**src/rtl/keystream8_gen_pkg.sv**
```systemverilog
// Shared definitions for the 8-bit keystream generator: FSM encoding,
// LFSR width, default feedback mask and the zero-seed substitute.
package keystream8_gen_pkg;

  localparam int LFSR_W = 8;
  localparam logic [LFSR_W-1:0] DEFAULT_POLY  = 8'hB8;
  localparam logic [LFSR_W-1:0] ZERO_SEED_SUB = 8'h01;

  typedef enum logic [1:0] {
    ST_IDLE = 2'd0,
    ST_RUN  = 2'd1,
    ST_DONE = 2'd2
  } state_e;

endpackage

```
**src/rtl/keystream8_gen_lfsr8_step.sv**
```systemverilog
// One Galois LFSR step: shift right, fold the feedback mask in when the
// bit shifted out was set.
module lfsr8_step
  import keystream8_gen_pkg::*;
#(
  parameter logic [LFSR_W-1:0] POLY = DEFAULT_POLY
) (
  input  logic [LFSR_W-1:0] cur,
  output logic [LFSR_W-1:0] nxt
);

  logic [LFSR_W-1:0] shifted_s;

  assign shifted_s = {1'b0, cur[LFSR_W-1:1]};
  assign nxt       = cur[0] ? (shifted_s ^ POLY) : shifted_s;

endmodule

```
**src/rtl/keystream8_gen.sv**
```systemverilog
// Burst keystream source: emits LFSR bytes under a valid/ready handshake
// for a programmed byte count, with abort and a one-cycle done pulse.
module keystream8_gen
  import keystream8_gen_pkg::*;
#(
  parameter logic [LFSR_W-1:0] POLY = DEFAULT_POLY
) (
  input  logic              clk,
  input  logic              rst,
  input  logic [LFSR_W-1:0] seed_in,
  input  logic              seed_load,
  input  logic [7:0]        len_in,
  input  logic              start,
  input  logic              stop,
  input  logic              key_ready,
  output logic [LFSR_W-1:0] key_out,
  output logic              key_valid,
  output logic              busy,
  output logic              done,
  output logic [8:0]        remaining
);

  state_e            state_r, state_s;
  logic [LFSR_W-1:0] lfsr_r, lfsr_s, step_s;
  logic [8:0]        rem_r, rem_s;
  logic              valid_r, valid_s;
  logic              busy_r, busy_s;
  logic              done_r, done_s;
  logic              xfer_s;

  lfsr8_step #(.POLY(POLY)) u_step (
    .cur (lfsr_r),
    .nxt (step_s)
  );

  assign xfer_s = valid_r & key_ready;

  // Next-state and next-output logic for the burst FSM
  always_comb begin
    state_s = state_r;
    lfsr_s  = lfsr_r;
    rem_s   = rem_r;
    valid_s = valid_r;
    busy_s  = busy_r;
    done_s  = 1'b0;
    case (state_r)
      ST_IDLE: begin
        if (seed_load) begin
          lfsr_s = (seed_in == 8'h00) ? ZERO_SEED_SUB : seed_in;
        end else begin
          lfsr_s = lfsr_r;
        end
        if (start) begin
          rem_s   = (len_in == 8'h00) ? 9'd256 : {1'b0, len_in};
          state_s = ST_RUN;
          valid_s = 1'b1;
          busy_s  = 1'b1;
        end else begin
          state_s = ST_IDLE;
          valid_s = 1'b0;
          busy_s  = 1'b0;
        end
      end
      ST_RUN: begin
        if (xfer_s) begin
          lfsr_s = step_s;
          rem_s  = rem_r - 9'd1;
        end else begin
          lfsr_s = lfsr_r;
          rem_s  = rem_r;
        end
        // A stop still lets a same-cycle transfer complete; remaining then freezes
        if (stop || (xfer_s && (rem_r == 9'd1))) begin
          state_s = ST_DONE;
          valid_s = 1'b0;
          busy_s  = 1'b0;
          done_s  = 1'b1;
        end else begin
          state_s = ST_RUN;
          valid_s = 1'b1;
          busy_s  = 1'b1;
        end
      end
      ST_DONE: begin
        state_s = ST_IDLE;
        valid_s = 1'b0;
        busy_s  = 1'b0;
      end
      default: begin
        state_s = ST_IDLE;
        valid_s = 1'b0;
        busy_s  = 1'b0;
      end
    endcase
  end

  // State and output registers
  always_ff @(posedge clk or posedge rst) begin
    if (rst) begin
      state_r <= ST_IDLE;
      lfsr_r  <= ZERO_SEED_SUB;
      rem_r   <= 9'd0;
      valid_r <= 1'b0;
      busy_r  <= 1'b0;
      done_r  <= 1'b0;
    end else begin
      state_r <= state_s;
      lfsr_r  <= lfsr_s;
      rem_r   <= rem_s;
      valid_r <= valid_s;
      busy_r  <= busy_s;
      done_r  <= done_s;
    end
  end

  assign key_out   = lfsr_r;
  assign key_valid = valid_r;
  assign busy      = busy_r;
  assign done      = done_r;
  assign remaining = rem_r;

endmodule
```
**config.mk**
```make
export PLATFORM = sky130hd
export DESIGN_NAME = keystream8_gen
export DESIGN_NICKNAME = d
export VERILOG_FILES = /design/src/rtl/keystream8_gen_pkg.sv /design/src/rtl/keystream8_gen_lfsr8_step.sv /design/src/rtl/keystream8_gen.sv
export SDC_FILE = /design/constraint.sdc
export NUM_CORES = 1
export LEC_CHECK = 0
export CAP_MARGIN = 0
export CELL_PAD_IN_SITES_DETAIL_PLACEMENT = 0
export CELL_PAD_IN_SITES_GLOBAL_PLACEMENT = 2
export CORE_MARGIN = 3
export CORE_UTILIZATION = 34
export DETAILED_ROUTE_END_ITERATION = 10
export DONT_BUFFER_PORTS = 1
export PLACE_DENSITY = 0.85
export SLEW_MARGIN = 25
export SYNTH_ARGS = -nofsm -noshare
export SYNTH_HDL_FRONTEND = slang
export SYNTH_SLANG_ARGS = --single-unit
```
**constraint.sdc**
```tcl
create_clock -name clk -period 2.4 [get_ports clk]
set_input_delay 0.24 -clock clk [delete_from_list [all_inputs] [get_ports clk]]
set_output_delay 0.24 -clock clk [all_outputs]
set_load 0.01 [all_outputs]
```
After elaboration in Yosys (flattened, before gate mapping)
Cells that the tools add are included.

Logic and storage cells: 38. Register bits after elaboration: 21. Input port bits: 22.

Bitwise logic cells: 2. Muxes and demuxes: 17. Add/sub/neg operators: 1. Equality and inequality tests: 5. Reduce and logical (&&, ||, !) cells: 8.

Operators by type and width (count): 2-to-1 mux 8 bit (4); 2-to-1 mux 9 bit (3); one-hot mux 9 bit (2 select lines) (1); logical NOT 8 bit (2); one-hot mux 8 bit (2 select lines) (1); == test 9 x 1 -> 1 bit, second input constant (1); subtractor 9 x 1 -> 9 bit, second input constant (1); != test 2 bit, second input constant (3); AND reduction 3 bit (2); 2-to-1 mux 1 bit (5); NOT 3 -> 4 bit (1); one-hot mux 2 bit (2 select lines) (1); == test 2 x 1 -> 1 bit, second input constant (1); logical NOT 2 bit (1); 2-to-1 mux 2 bit (1); one-hot mux 1 bit (2 select lines) (1); nonzero test 2 bit (1); bitwise AND 1 bit (1); logical AND 1 bit (1); logical OR 1 bit (1).

Depth between registers and ports, before layout
Gate-level depths: netlist of the first run.

Depth after elaboration: 5. Mapped depth: 6. Gate-level depth less buffers: 6.

By module
From an unflattened synthesis of the first run, not the netlist that was laid out.

Cells, all modules: 128. Area, all modules: 1156.1 µm².

By module, submodules not included: keystream8_gen (area each 1092.3 µm², seq. area each 476.7 µm², cells an instance 120, instances 1); lfsr8_step (area each 63.8 µm², seq. area each 0.0 µm², cells an instance 8, instances 1).

Least setup slack after synthesis of the first run
Ideal clock, no wire load.

Kind: register to register. Start: register rem_r[3], in the netlist remaining[3]. End: register rem_r[7], in the netlist remaining[7]. Library setup time: 0.144 ns. Cell stages (with the launch flop): 5. Data required time: 2.256 ns. Clock period less this slack: 1.722 ns. Slack: 0.678 ns. Data arrival time: 1.578 ns. Path through: dfrtp_1 or4_4 or4_1 o21ai_1 a21oi_1.

Cells in the longest elaborated chain, start to end: 3.

RTL lines: from (decl) (RTL line keystream8_gen.sv:25) `logic [8:0] rem_r, rem_s;`; from (signal assigned) (RTL line keystream8_gen.sv:109) `rem_r <= rem_s;`; subtractor 9 x 1 -> 9 bit (RTL line keystream8_gen.sv:67) `rem_s = rem_r - 9'd1;`; 2-to-1 mux 9 bit (RTL line keystream8_gen.sv:65) `if (xfer_s) begin`; one-hot mux 9 bit (2 select lines) (RTL line keystream8_gen.sv:46) `case (state_r)`.

No other way between the ends. The select of a mux whose other input is x is not followed. A chain may end at the register's enable or synchronous reset.

Final worst setup path of the first run
Ends and elaborated chain as after synthesis.

==> results.sh, run 1 <==
export IMPL_power_uw=1470
export IMPL_grt_pass1_vias=961
export IMPL_ys_flop_type="dfrtp_1"
export IMPL_rsz0062_at_grt="false"
export IMPL_syn_to_final_growth_pct=8.45
export IMPL_setup_tns_ns=0
export IMPL_wl_per_cell_um=16.9
export IMPL_maxSlewViolCount=0
export IMPL_dpl_cell_area_um2=1150
export IMPL_worstPathCellList="or4_4 -> or4_1 -> o21ai_1 -> a21oi_1"
export IMPL_cts_buffer_depth=2
export IMPL_ys_seq_area_share_pct=43.5
export IMPL_cap_violations=0
export IMPL_crit_type="reg2reg"
export IMPL_via_per_inst=5.54
export IMPL_drtAntennaViolNets=0
export IMPL_via_count=930
export IMPL_min_period_ns=1.84
export IMPL_drcViolationCount=0
export IMPL_worstSkewPairLatency_ns=0.29
export IMPL_pin_count=42
export IMPL_final_hold_violation_count=0
export IMPL_crit_path_max_incr_delay_ns=0.56
export IMPL_cts_resized=0
export IMPL_relSlewSlack_pct=51.1
export IMPL_status="finished, final reports clean"
export IMPL_die_area_um2=3940
export IMPL_vdd_drop_max_mv=0.567
export IMPL_grt_ovfl_total=0
export IMPL_clock_fmax_mhz=544
export IMPL_cp_start_kind="register"
export IMPL_synth_area_leaders="dfrtp_1 41%, o21ai_0 7.8%, a21oi_1 5.0%"
export IMPL_final_area_um2=1190
export IMPL_grt_pass1_wl_mm=4.82
export IMPL_tightest_slew_ns=0.732
export IMPL_die_y_um=62.8
export IMPL_routed_wl_mm=2.84
export IMPL_synth_most_common_cell="dfrtp_1"
export IMPL_crit_fanout=9
export IMPL_required_ns=2.58
export IMPL_tritoncts="built"
export IMPL_drt_iter0_markers=34
export IMPL_io_buffers=0
export IMPL_synth_seq_cells=19
export IMPL_synth_top_area_share_pct=41.1
export IMPL_hp_class="in2reg"
export IMPL_synth_edf_count=0
export IMPL_cp_arrival_ns=2.02
export IMPL_cts_setup_buffers=0
export IMPL_fin_nets=151
export IMPL_grt_max_degree=20
export IMPL_post_route_util_pct=41.0
export IMPL_clk_pin_slew_ns=0.11
export IMPL_synth_area_um2=1100
export IMPL_hold_buffers=1
export IMPL_antenna_found_initial=0
export IMPL_synth_common_cells="18 x dfrtp_1, 17 x o21ai_0, 11 x a21oi_1, 11 x nand2_1, 6 x inv_1"
export IMPL_ys_types=32
export IMPL_initial_utilization_pct=37.8
export IMPL_synth_area_per_cell_um2=8.91
export IMPL_dp_hpwl_mm=2.16
export IMPL_rows=19
export IMPL_cts_buffers=3
export IMPL_yosys_area_top_type="dfrtp_1"
export IMPL_place_gp_congestion=0.824
export IMPL_drt_pass1_iter_count=4
export IMPL_die_w_um=62.8
export IMPL_skew_ns=0.00298
export IMPL_cts_sinks=19
export IMPL_grt_usage_pct=15.0
export IMPL_htreeDepth=1
export IMPL_setup_viol=0
export IMPL_power_density_nw_per_um2=1240
export IMPL_core_um2=2900
export IMPL_crit_path_end_kind="register"
export IMPL_leakage_uw=0.000509
export IMPL_cts_root_buf="clkbuf_4"
export IMPL_synth_fp_nets=147
export IMPL_slowest_stage="or4_4"
export IMPL_async_flop_share_pct=100
export IMPL_fin_crit_sh_pct=76.6
export IMPL_num_antenna_cells=0
export IMPL_yosysWarnings=0
export IMPL_drive_above_1_share_pct=10.3
export IMPL_syn_inst=123
-- report_power, final --
part / leakage (uW) / switching, uW / total [uW] / internal (uW)
sequential: 0.000233 / 263 / 729 / 466
clock: 0.0000177 / 98.4 / 160 / 61.9
combinational: 0.000258 / 325 / 579 / 254
total: 0.000509 / 687 / 1470 / 782
-- through the flow --
stage	hold slack, ns	setup slack, ns	instances
6_report	0.0784	0.562	168
5_1_grt	0.0639	0.432	168
4_1_cts	0.0703	0.562	168
3_5_place_dp	0.303	0.578	163
3_3_place_gp	0.296	0.653	163
2_1_floorplan	0.190	0.678	123
-- cells by family after synthesis --
kind of cell | count (synthesis) | synth area share, %
multiplexers | 4 | 3.65
buffers and inverters | 13 | 5.25
XOR/XNOR | 3 | 2.40
adder cells (fa/ha/maj) | 2 | 2.28
AO/OA/AOI/OAI | 46 | 25.1
AND/OR/NAND/NOR | 36 | 17.8
flip-flops | 19 | 43.5
-- worst max-delay path: cells and delay by family, from the launching register on --
family,cells,cell delay (ns)
flip-flops,1,0.51
AO/OA/AOI/OAI,2,0.19
AND/OR/NAND/NOR,2,1.04
-- worst paths after layout --
path | from | endpoint | slack [ns] | cells past startpoint
max | remaining[3] | remaining[7] | 0.56 | 4
min | stop | done | 0.08 | 2
max reg2reg | remaining[3] | remaining[7] | 0.56 | 4
min reg2reg | key_out[0] | key_out[0] | 0.58 | 2
max in group asynchronous | rst | remaining[4] | 1.44 | 2
min in group asynchronous | rst | remaining[5] | 0.50 | 2
-- registers in the layout (all words and copies together) (netlist names) --
register	count
done	1
key_out	8
remaining	9
state_r	1
-- layer usage --
metal / part of all wire, % / wire, um / global-route usage [%] / vias to the layer above
li1: - / - / - / 463
met1: 49 / 1390 / 21.3 / 434
met2: 42 / 1180 / 20.6 / 31
met3: 8.7 / 247 / 5.58 / 2
met4: 0.60 / 17 / 4.96 / 0
met5: 0 / 0 / 0 / -
-- cell usage in the layout, fill, tap and decap left out --
| cell type | instances |
|---|---|
| a211o_1 | 1 |
| a21o_1 | 3 |
| a21oi_1 | 11 |
| a22o_1 | 1 |
| a31oi_1 | 1 |
| buf_4 | 5 |
| clkbuf_4 | 3 |
| clkinv_2 | 1 |
| dfrtp_1 | 18 |
| dfstp_2 | 1 |
| dlygate4sd3_1 | 1 |
| ha_1 | 2 |
| inv_1 | 6 |
| mux2i_1 | 4 |
| nand2_1 | 11 |
| nand2b_1 | 5 |
| nor2_1 | 3 |
| nor2b_1 | 1 |
| nor3_1 | 4 |
| nor4_1 | 5 |
| o211ai_1 | 1 |
| o21ai_0 | 17 |
| o21ai_1 | 1 |
| o22ai_1 | 5 |
| o2bb2ai_1 | 3 |
| o31a_2 | 1 |
| o32ai_1 | 1 |
| or3_1 | 2 |
| or3_2 | 1 |
| or4_1 | 3 |
| or4_4 | 1 |
| xor2_1 | 3 |
-- final cells by class --
| cell class | count | area [um^2] |
|---|---|---|
| flip-flops and latches | 19 | 477 |
| repair buffers | 6 | 47.5 |
| multi-input cells | 91 | 562 |
| inverters | 6 | 22.5 |
| fillers | 328 | 1710 |
| clock buffers | 3 | 22.5 |
| clock inverters | 1 | 5.00 |
| well taps | 42 | 52.6 |
No activity file was read; power rests on OpenSTA's default activity.
==> run 2, diff against run 1 <==
==> constraint.sdc (replaced) <==
create_clock -name clk -period 1.7 [get_ports clk]
set_input_delay 0.17 -clock clk [delete_from_list [all_inputs] [get_ports clk]]
set_output_delay 0.17 -clock clk [all_outputs]
set_load 0.01 [all_outputs]
==> results.sh, run 2 (synthesized netlist as in run 1, its figures left out) <==
export IMPL_status="finished, final reports clean"
export IMPL_cts_resized=0
export IMPL_cts_setup_buffers=0
export IMPL_rsz0062_at_grt="true"
export IMPL_min_from="stop"
export IMPL_die_y_um=62.8
export IMPL_rrSetupSlack_ns=0.006
export IMPL_drive_above_1_share_pct=16.9
export IMPL_placedCellCount=173
export IMPL_grt_pass1_wl_mm=4.85
export IMPL_cts_buffers=3
export IMPL_syn_to_final_growth_pct=15.3
export IMPL_r2r_start="remaining[6]"
export IMPL_cp_start_kind="register"
export IMPL_power_density_nw_per_um2=1750
export IMPL_holdWs_ns=0.00750
export IMPL_layout_cells_non_filler=178
export IMPL_crit_path_end_kind="register"
export IMPL_drt_iter0_markers=38
export IMPL_worstHoldPathCells=2
export IMPL_num_antenna_cells=0
export IMPL_crit_type="reg2reg"
export IMPL_fin_nets=161
export IMPL_reg2reg_depth=4
export IMPL_antenna_found_initial=0
export IMPL_dp_hpwl_mm=2.20
export IMPL_via_per_inst=5.48
export IMPL_maxSlewViolCount=0
export IMPL_fin_crit_sh_pct=99.7
export IMPL_cts_buffer_depth=2
export IMPL_grt_ovfl_total=0
export IMPL_vdd_drop_max_mv=0.697
export IMPL_worstSkewPairLatency_ns=0.29
export IMPL_place_gp_congestion=0.759
export IMPL_tightest_slew_ns=0.415
export IMPL_final_hold_violation_count=0
export IMPL_crit_fanout=5
export IMPL_largest_reg_flops=9
export IMPL_wl_per_cell_um=15.7
export IMPL_rows=19
export IMPL_required_ns=1.89
export IMPL_grt_usage_pct=15.2
export IMPL_num_fill_cells=311
export IMPL_pin_count=42
export IMPL_hold_path_end="done"
export IMPL_io_buffers=0
export IMPL_drcViolationCount=0
export IMPL_grt_pass1_vias=953
export IMPL_drtAntennaViolNets=0
export IMPL_setup_viol=0
export IMPL_power_uw=2210
export IMPL_clock_fmax_mhz=590
export IMPL_relSlewSlack_pct=72.3
export IMPL_htreeDepth=1
export IMPL_grt_max_degree=20
export IMPL_hp_class="in2reg"
export IMPL_cp_arrival_ns=1.89
export IMPL_cap_violations=0
export IMPL_drt_pass1_iter_count=5
export IMPL_skew_ns=0.00942
export IMPL_pre_cts_ws_ns=0.0149
export IMPL_die_area_um2=3940
export IMPL_routed_wl_mm=2.80
export IMPL_via_count=975
export IMPL_cts_sinks=19
export IMPL_initial_utilization_pct=37.8
export IMPL_clk_pin_slew_ns=0.11
export IMPL_r2r_end="remaining[7]"
export IMPL_leakage_uw=0.000554
export IMPL_final_cell_mix="17 x o21ai_0, 17 x dfrtp_1, 15 x buf_4, 11 x nand2_1, 11 x a21oi_1"
export IMPL_setup_tns_ns=0
export IMPL_layout_setup_ws_ns=0.00587
export IMPL_core_um2=2900
export IMPL_min_period_ns=1.69
export IMPL_cts_root_buf="clkbuf_4"
export IMPL_tritoncts="built"
export IMPL_die_w_um=62.8
run 2: cell count changes in the layout (fill, tap and decap cells not counted), sizes merged:
cell / previous run / this run
buf: 5 / 15
clkinv: 1 / 0
clkbuf: 3 / 4
run 2: cell type report:
class	instances	area, um^2	area share [%]
clock buffer	4	26.3	2.08
inverter	6	22.5	1.78
multi-input combinational	91	562	44.5
sequential	19	478	37.8
tap	42	52.6	4.16
timing repair buffer	16	123	9.70
run 2: worst max path at each step:
stage	startpoint	to	slack, ns	depth (start not counted)
after floorplan	remaining[6]	remaining[7]	-0.009	4
after global placement	remaining[6]	remaining[7]	0.05	4
after detailed placement	remaining[6]	remaining[7]	0.01	4
after CTS	remaining[6]	remaining[7]	0.004	4
after global routing	remaining[6]	state_r[0]	-0.06	4
final	remaining[6]	remaining[7]	0.006	4
run 2: metrics by stage:
| step | util (%) | area [um^2] |
|---|---|---|
| 6_report | 43.6 | 1260 |
| 3_3_place_gp | 42.3 | 1230 |
| 2_1_floorplan | - | 1100 |
| 3_5_place_dp | 42.3 | 1230 |
| 5_1_grt | 43.6 | 1260 |
| 4_1_cts | 43.6 | 1260 |
run 2: timing repair:
item | in CTS | in global routing
hold buffers | 1 | 0
setup endpoints to repair | 0 | 4
endpoints found under the hold margin | 18 | 0
run 2: routing by layer:
metal / track usage [%] / vias to the layer above / wire length (um)
met4: 2.75 / 0 / 35
li1: - / 481 / -
met2: 22.4 / 39 / 1240
met3: 6.29 / 4 / 273
met1: 21.1 / 451 / 1250
met5: 0 / - / 0
run 2: critical path, stage by stage, from the launching register on:
cell and delay, ns:
dfrtp_1 0.39, or4_4 0.56, or4_1 0.48, o21ai_1 0.10, a21oi_1 0.08
run 2: report_power, final:
part	leakage (uW)	internal [uW]	switching, uW
combinational	0.000308	475	594
sequential	0.000231	661	253
clock	0.0000150	91.2	134
total	0.000554	1230	981
